==> src/rtl/coco_bus_glue.sv <==
// CPU/video bus glue for CoCo/Dragon cores: clock-enable divider, SAM edge
// capture for the video address/data, and a prioritised CPU read-data mux.
module coco_bus_glue #(
    parameter int              NSRC          = 8,
    parameter int              DW            = 8,
    parameter int              AW            = 16,
    parameter int              DIV_NORMAL    = 3,
    parameter int              DIV_TURBO     = 2,
    parameter logic [NSRC-1:0] PASSTHRU_MASK = '0,
    parameter logic [DW-1:0]   DEFAULT_DATA  = {DW{1'b1}}
) (
    input  logic             clk,
    input  logic             reset,
    input  logic             turbo,
    output logic             clk_ena,
    input  logic [NSRC-1:0]  src_cs,
    input  logic [NSRC*DW-1:0] src_data,
    input  logic             clk_e,
    input  logic             clk_q,
    input  logic             ras_n,
    input  logic             cas_n,
    input  logic [AW/2-1:0]  ma,
    input  logic [DW-1:0]    vid_ram_q,
    output logic [DW-1:0]    cpu_din,
    output logic [AW-1:0]    vid_addr,
    output logic [DW-1:0]    vid_data,
    output logic             cs_multi
);

    localparam int         MW    = AW / 2;
    localparam int         SW    = (NSRC > 1) ? $clog2(NSRC) : 1;
    localparam logic [3:0] DIV_N = 4'(DIV_NORMAL);
    localparam logic [3:0] DIV_T = 4'(DIV_TURBO);

    // ------------------------------------------------------------------
    // Clock-enable divider
    // ------------------------------------------------------------------
    logic       turbo_reg;
    logic [3:0] div_cnt_reg;
    logic [3:0] div_cnt_next;
    logic [3:0] div_last;
    logic       clk_ena_reg;
    logic       clk_ena_next;

    // A turbo change restarts the count so the new divisor starts cleanly.
    always_comb begin
        div_last     = (turbo_reg ? DIV_T : DIV_N) - 4'd1;
        div_cnt_next = div_cnt_reg + 4'd1;
        clk_ena_next = 1'b0;
        if (turbo != turbo_reg) begin
            div_cnt_next = '0;
        end else if (div_cnt_reg == div_last) begin
            div_cnt_next = '0;
            clk_ena_next = 1'b1;
        end
    end

    always_ff @(posedge clk or negedge reset) begin
        if (!reset) begin
            turbo_reg   <= 1'b0;
            div_cnt_reg <= '0;
            clk_ena_reg <= 1'b0;
        end else begin
            turbo_reg   <= turbo;
            div_cnt_reg <= div_cnt_next;
            clk_ena_reg <= clk_ena_next;
        end
    end

    assign clk_ena = clk_ena_reg;

    // ------------------------------------------------------------------
    // SAM edge detection, sampled only on enabled cycles
    // ------------------------------------------------------------------
    logic ras_reg;
    logic cas_reg;
    logic q_reg;
    logic ras_rise;
    logic ras_fall;
    logic cas_fall;
    logic q_rise;

    assign ras_rise = clk_ena_reg &  ras_n & ~ras_reg & clk_e;
    assign ras_fall = clk_ena_reg & ~ras_n &  ras_reg;
    assign cas_fall = clk_ena_reg & ~cas_n &  cas_reg;
    assign q_rise   = clk_ena_reg &  clk_q & ~q_reg;

    // RAS/CAS history resets high so the first rise needs a low sample first.
    always_ff @(posedge clk or negedge reset) begin
        if (!reset) begin
            ras_reg <= 1'b1;
            cas_reg <= 1'b1;
            q_reg   <= 1'b0;
        end else if (clk_ena_reg) begin
            ras_reg <= ras_n;
            cas_reg <= cas_n;
            q_reg   <= clk_q;
        end
    end

    // ------------------------------------------------------------------
    // Source selection
    // ------------------------------------------------------------------
    logic [DW-1:0] src_word [NSRC];
    logic          sel_valid;
    logic          sel_multi;
    logic [SW-1:0] sel_idx;
    logic [DW-1:0] sel_data;

    generate
        for (genvar gi = 0; gi < NSRC; gi++) begin : g_src
            assign src_word[gi] = src_data[gi*DW +: DW];
        end
    endgenerate

    // Scan from the top so the lowest active index wins.
    always_comb begin
        sel_valid = 1'b0;
        sel_multi = 1'b0;
        sel_idx   = '0;
        for (int i = NSRC - 1; i >= 0; i--) begin
            if (src_cs[i]) begin
                if (sel_valid) begin
                    sel_multi = 1'b1;
                end
                sel_valid = 1'b1;
                sel_idx   = SW'(i);
            end
        end
        sel_data = sel_valid ? src_word[sel_idx] : DEFAULT_DATA;
    end

    // ------------------------------------------------------------------
    // Capture and video registers
    // ------------------------------------------------------------------
    logic [DW-1:0] cap_reg;
    logic          cs_multi_reg;
    logic [AW-1:0] vid_addr_reg;
    logic [DW-1:0] vid_data_reg;

    always_ff @(posedge clk or negedge reset) begin
        if (!reset) begin
            cap_reg      <= DEFAULT_DATA;
            cs_multi_reg <= 1'b0;
        end else if (ras_rise) begin
            cap_reg      <= sel_data;
            cs_multi_reg <= sel_multi;
        end
    end

    // A simultaneous RAS/CAS fall keeps only the row half.
    always_ff @(posedge clk or negedge reset) begin
        if (!reset) begin
            vid_addr_reg <= '0;
        end else if (ras_fall) begin
            vid_addr_reg[MW-1:0] <= ma;
        end else if (cas_fall) begin
            vid_addr_reg[AW-1:MW] <= ma;
        end
    end

    always_ff @(posedge clk or negedge reset) begin
        if (!reset) begin
            vid_data_reg <= '0;
        end else if (q_rise) begin
            vid_data_reg <= vid_ram_q;
        end
    end

    // Passthrough sources bypass the capture latency using the live select.
    always_comb begin
        cpu_din = cap_reg;
        if (sel_valid && PASSTHRU_MASK[sel_idx]) begin
            cpu_din = sel_data;
        end
    end

    assign cs_multi = cs_multi_reg;
    assign vid_addr = vid_addr_reg;
    assign vid_data = vid_data_reg;

endmodule

==> config.mk <==
export PLATFORM = sky130hd
export DESIGN_NAME = coco_bus_glue
export DESIGN_NICKNAME = d
export VERILOG_FILES = /design/src/rtl/coco_bus_glue.sv
export SDC_FILE = /design/constraint.sdc
export NUM_CORES = 1
export LEC_CHECK = 0
export BUFFER_PORTS_ARGS = -buffer_cell sky130_fd_sc_hd__buf_2
export CORE_AREA = 8 8 79 81
export CTS_CLUSTER_DIAMETER = 80
export CTS_CLUSTER_SIZE = 30
export DETAILED_ROUTE_END_ITERATION = 7
export DIE_AREA = 0 0 87 89
export PLACE_DENSITY = 0.8
export SLEW_MARGIN = 15
export SYNTH_ARGS = -nofsm -noshare
export SYNTH_HDL_FRONTEND = slang
export SYNTH_SLANG_ARGS = --single-unit
==> constraint.sdc <==
create_clock -name clk -period 2.85 [get_ports clk]
set_input_delay 0.4275 -clock clk [delete_from_list [all_inputs] [get_ports clk]]
set_output_delay 0.4275 -clock clk [all_outputs]
set_load 0.05 [all_outputs]
# Word-level counts from Yosys, hierarchy flattened
# Memories as Yosys holds them, arrays and structs flattened.
# Cells that the tools add are included.
[op_classes]
add_sub_neg = 2
magnitude_cmp = 2
n_eq_ne = 2
mux = 41
n_bitwise = 15
reduce_logical = 2
[op_table]
columns = ["operator", "n"]
rows = [
  ["8-bit two-way mux", 4],
  ["1-bit two-way mux", 26],
  ["8-bit binary-select mux with 3-bit select", 1],
  ["3-bit two-way mux", 8],
  ["1-bit bitwise AND", 9],
  ["4-bit two-way mux", 2],
  ["1-bit inverter", 5],
  ["4-bit by 1-bit adder with 4-bit output, second input constant", 1],
  ["4-bit equality test", 1],
  ["4-bit greater-or-equal comparator, second input constant", 1],
  ["3-bit by 4-bit < comparator with 1-bit output, second input constant", 1],
  ["3-bit inverter with 4-bit output", 1],
  ["2-bit by 1-bit subtractor with 3-bit output, second input constant", 1],
  ["2-bit AND reduction", 1],
  ["1-bit logical AND", 1],
  ["1-bit != test", 1],
]
[word_totals]
regBits = 42
mem_bits_ro = 8
in_bits = 95
out_inout_bits = 34
wordCells = 76
memories = 1
[memory_table]
columns = ["name", "depth", "word_bits", "rd", "rd_ports_with_merged_regs", "wr", "line", "source"]
rows = [
  ["(no name shown)", 8, 1, 1, 0, 0, "173", "if (sel_valid && PASSTHRU_MASK[sel_idx]) begin"],
]

# Longest topological paths before layout
[depth]
word_depth = 15
mapped_depth = 8
mapped_depth_nobuf = 6

# Worst setup path before layout
# Ideal clock, no wire load.
[synth_path]
path_kind = "reg2reg"
start = "register clk_ena_reg (netlist: clk_ena)"
end = "register vid_addr_reg[10] (netlist: vid_addr[10])"
setup_time_ns = 0.128
t_arrival_ns = 1.903
required_time_ns = 2.722
slack_ns = 0.819
path_stages_with_launch = 6
n_path_buf = 2
period_less_slack_ns = 2.031
cell_sequence = "dfrtp_1 > clkbuf_1 > nand3b_1 > and4b_1 > buf_2 > mux2_1"
[synth_between]
elab_chain_cells = 4
word_cells_on_any_way = 6
cone_classes = "bitwise: 5; reduce/logical: 1"
[synth_lines]
columns = ["element", "line", "source"]
rows = [
  ["start: declaration", "42", "logic clk_ena_reg;"],
  ["start signal: assignment", "66", "clk_ena_reg <= clk_ena_next;"],
  ["1-bit bitwise AND (2 in a row)", "84", "assign ras_fall = clk_ena_reg & ~ras_n & ras_reg;"],
  ["1-bit inverter (no line)", "--", ""],
  ["2-bit AND reduction (no line) (*)", "--", ""],
  ["end signal: indexed assignment", "156", "vid_addr_reg[MW-1:0] <= ma;"],
  ["end signal: indexed assignment", "158", "vid_addr_reg[AW-1:MW] <= ma;"],
  ["end: declaration", "138", "logic [AW-1:0] vid_addr_reg;"],
]
# Every way passes the cells marked *; elsewhere a longest branch is shown, timed or not.
# A chain may end at the register's enable or synchronous reset.

# Final worst setup path
[layout_path]
start = "input src_cs[2]"
end = "register cap_reg[5]"
[layout_between]
elab_chain_cells = 8
word_cells_on_any_way = 11
cone_classes = "mux: 10; bitwise: 1"
[layout_lines]
columns = ["element", "line", "source"]
rows = [
  ["start: declaration", "16", "input logic [NSRC-1:0] src_cs,"],
  ["3-bit two-way mux (3 in a row)", "122", "if (src_cs[i]) begin"],
  ["3-bit inverter with 4-bit output (implied by the code)", "130", "sel_data = sel_valid ? src_word[sel_idx] : DEFAULT_DATA;"],
  ["8-bit binary-select mux with 3-bit select", "130", ""],
  ["8-bit two-way mux (implied by the code) (2 in a row)", "130", ""],
  ["8-bit two-way mux (*)", "130", ""],
  ["end signal: assignment", "146", "cap_reg <= sel_data;"],
  ["end: declaration", "136", "logic [DW-1:0] cap_reg;"],
]
# Every way passes the cells marked *; elsewhere a longest branch is shown, timed or not. The select of a mux whose other input is x is not followed.

==> flow_metrics.py <==
metrics = {
    "global_route": {
        "grt.total_usage_pct": 16.6,
        "antenna_found_initial": 0,
        "grt_pass1_vias": 2209,
        "grt_overflow_total": 0,
        "grt_first_pass_wirelength_um": 10300,
        "grt_max_degree": 43,
    },
    "synth": {
        "synthCells": 197,
        "yosys.area.top_type_share_pct": 35.0,
        "ys_seq_area_share_pct": 46.4,
        "synth_top_cell_by_area": "dfrtp_1",
        "yosysMostFrequentCell": "dfrtp_1",
        "synth_area_leaders": "dfrtp_1 (35%), mux2i_1 (12%), dfstp_2 (11%)",
        "syn-num-nets": 293,
        "synthAdderAreaFrac_pct": 1.42,
        "synth_seq_cells": 42,
        "synth_ff_type": "dfrtp_1",
        "ys_warn_count": 0,
        "synth_xor_area_share_pct": 1.15,
        "synthTopCellsByCount": "dfrtp_1 (32), mux2i_1 (28), mux2_2 (18)",
        "ys_types": 38,
        "synth_edf_count": 0,
        "async_flop_share_pct": 100,
        "synth_compound_area_share_pct": 11.3,
        "avgSynthCellArea_sq_um": 11.6,
        "synth_top_family_by_area": "multiplexers",
        "synth-simple-area-share_pct": 10.5,
        "netlist_area_sq_um": 2290,
        "synth_mux_area_share_pct": 27.0,
    },
    "clock_tree": {
        "cts_htree_levels": 2,
        "cts_setup_buffers": 0,
        "clock_sinks": 42,
        "clock-root-buffer": "clkbuf_8",
        "ctsResizeCount": 0,
        "hold_buffers": 0,
        "cts_made_buffers": 5,
        "clk_latency_ns": 0.28,
        "cts_max_path_buffers": 2,
        "cts_tree": "done",
        "clkTransAtPathRegs_ns": 0.07,
    },
    "cells_and_area": {
        "drive_gt1_share_pct": 50.3,
        "area_growth_pct": 34.7,
        "fin_util_pct": 62.0,
        "nFillCells": 430,
        "largest_register_ffs": 16,
        "diodes": 0,
        "final_nets": 423,
    },
    "floorplan": {
        "chipHeight_um": 89,
        "die_w_um": 87,
        "initial_utilization_pct": 46.0,
        "die-area_sq_um": 7740,
        "core_area_sq_um": 4980,
        "num_io_pins": 129,
        "rows": 26,
    },
    "min_path": {
        "hp-class": "input port to asynchronous set/reset pin",
    },
    "pwr": {
        "netSwitchingPower_mw": 1.37,
        "p_seq_share_pct": 35.5,
        "powerDensity_nw_per_um2": 927,
        "pwr-share-comb_pct": 51.2,
        "power.leakage_nw": 1.52,
        "clockPowerShare_pct": 13.2,
        "intPower_mw": 1.49,
        "p_sw_share_pct": 47.8,
        "peakVddDrop_mv": 0.728,
    },
    "critical_path": {
        "worst_setup_path_end_kind": "flip-flop",
        "reg2regPathDepth": 3,
        "path_buf_inv": 1,
        "required_ns": 3.06,
        "cp_slowest_stage_delay_ns": 0.50,
        "crit_start": "src_cs[2]",
        "cp_max_fo": 9,
        "startpoint_type": "input port",
        "cp.arrival_ns": 2.19,
        "worstSetupPathType": "input port to flip-flop",
        "reg2reg_setup_slack_ns": 0.95,
        "crit_chain": "buf_2 > nor4_1 > and2_1 > nor2_2 > nand3_1 > o22ai_1 > a211o_1",
        "slowest_stage": "and2_1",
        "r2r-start": "clk_ena",
        "reg2reg_to": "vid_addr[11]",
        "critical-path-top-delay-family": "simple AND/OR/NAND/NOR gates",
    },
    "timing": {
        "drv_slew": 0,
        "worstMarginPinSlew_ns": 0.905,
        "tns_ns": 0,
        "fmax_mhz": 504,
        "finalCriticalPeriod_ns": 1.98,
        "rsz0062_at_grt": "false",
        "setup_viol": 0,
        "hold_viol": 0,
        "slew_headroom_pct": 39.6,
        "min_period_over_period_pct": 69.6,
        "skew_ns": 0.00461,
    },
    "detailed_routing": {
        "postRouteAntennaNets": 0,
        "wl_per_cell_um": 16.2,
        "vias": 2074,
        "drcViolationCount": 0,
        "routed_wl_um": 6430,
        "drt_iter0_markers": 54,
        "viasPerCell": 5.21,
        "drt_pass1_iterations": 4,
    },
    "place": {
        "globalplace.congestion": 0.936,
        "port_buffers": 128,
        "dp_hpwl_um": 5360,
    },
    "run_status": {
        "status": "complete, no violations",
    },
    "flow_run": {
        "maxCapViolCount": 0,
    },
}
[cells in the final DEF, fill, tap and decap left out, drive strengths merged, types with 2 or more instances in the layout]
cell and count:
nor2b 3, nor3 5, a211o 6, o22ai 6, and2 3, o31ai 2
nand3b 2, dfstp 10, dfrtp 32, o211ai 4, a31oi 3, a21oi 4
mux2i 28, nand2 9, a221oi 6, xnor2 3, maj3 2, mux2 30
buf 129, clkbuf 8, nor2 15, nor4 3, inv 2, o21ai 3
nand3 2
[per-stage QoR]
stage,total power [mW],hold WS [ns],worst slack (ns),area (sq um),instances
after floorplan,2.11,0.132,0.819,2290,197
after global placement,2.47,0.463,0.706,2990,390
after detailed placement,2.51,0.470,0.594,2990,390
after CTS,2.90,0.296,0.884,3080,398
after global routing,3.02,0.300,0.700,3080,398
final,2.86,0.272,0.867,3080,398
[layer usage]
metal  part of all wire [%]  up-vias  track usage (%)
li1                       -     1007                -
met1                     39      962             17.7
met2                     49       97             29.4
met3                     11        8             6.43
met4                    1.4        0             5.95
met5                      0        -                0
[cell families (layout without fill, tap and decap cells)]
family | after synthesis | after routing
muxes | 58 | 58
AOI/OAI and AO/OA | 36 | 36
xor gates and xnor gates | 3 | 3
buffers and inverters | 8 | 139
adders and majority gates | 3 | 3
and+or+nand+nor | 47 | 47
DFF | 42 | 42
[power groups by stage]
| stage | sequential (mW) | combinational (mW) | clock, mW |
|---|---|---|---|
| after floorplan | 1.79 | 0.323 | 0 |
| after detailed placement | 1.03 | 1.48 | 0 |
| after global routing | 1.05 | 1.55 | 0.418 |
| final | 1.02 | 1.46 | 0.379 |
| after CTS | 1.02 | 1.48 | 0.402 |
| after global placement | 1.02 | 1.46 | 0 |
[worst max path at each step]
stage	endpoint	slack [ns]	depth (start not counted)
2_1_floorplan	vid_addr[10]	0.82	5
3_3_place_gp	cap_reg[5]	0.71	7
3_5_place_dp	cap_reg[5]	0.59	7
4_1_cts	vid_addr[10]	0.88	3
5_1_grt	cap_reg[4]	0.70	7
6_report	cap_reg[5]	0.87	7
[area by class of cell]
| type | instances | area [sq um] | share of cell area (%) |
|---|---|---|---|
| tap | 70 | 87.6 | 2.84 |
| multi-input combinational | 147 | 1170 | 38.1 |
| timing repair buffer | 129 | 661 | 21.4 |
| sequential | 42 | 1060 | 34.5 |
| inverter | 2 | 7.51 | 0.243 |
| clock buffer | 8 | 90.1 | 2.92 |
No activity file was read; power rests on OpenSTA's default activity.
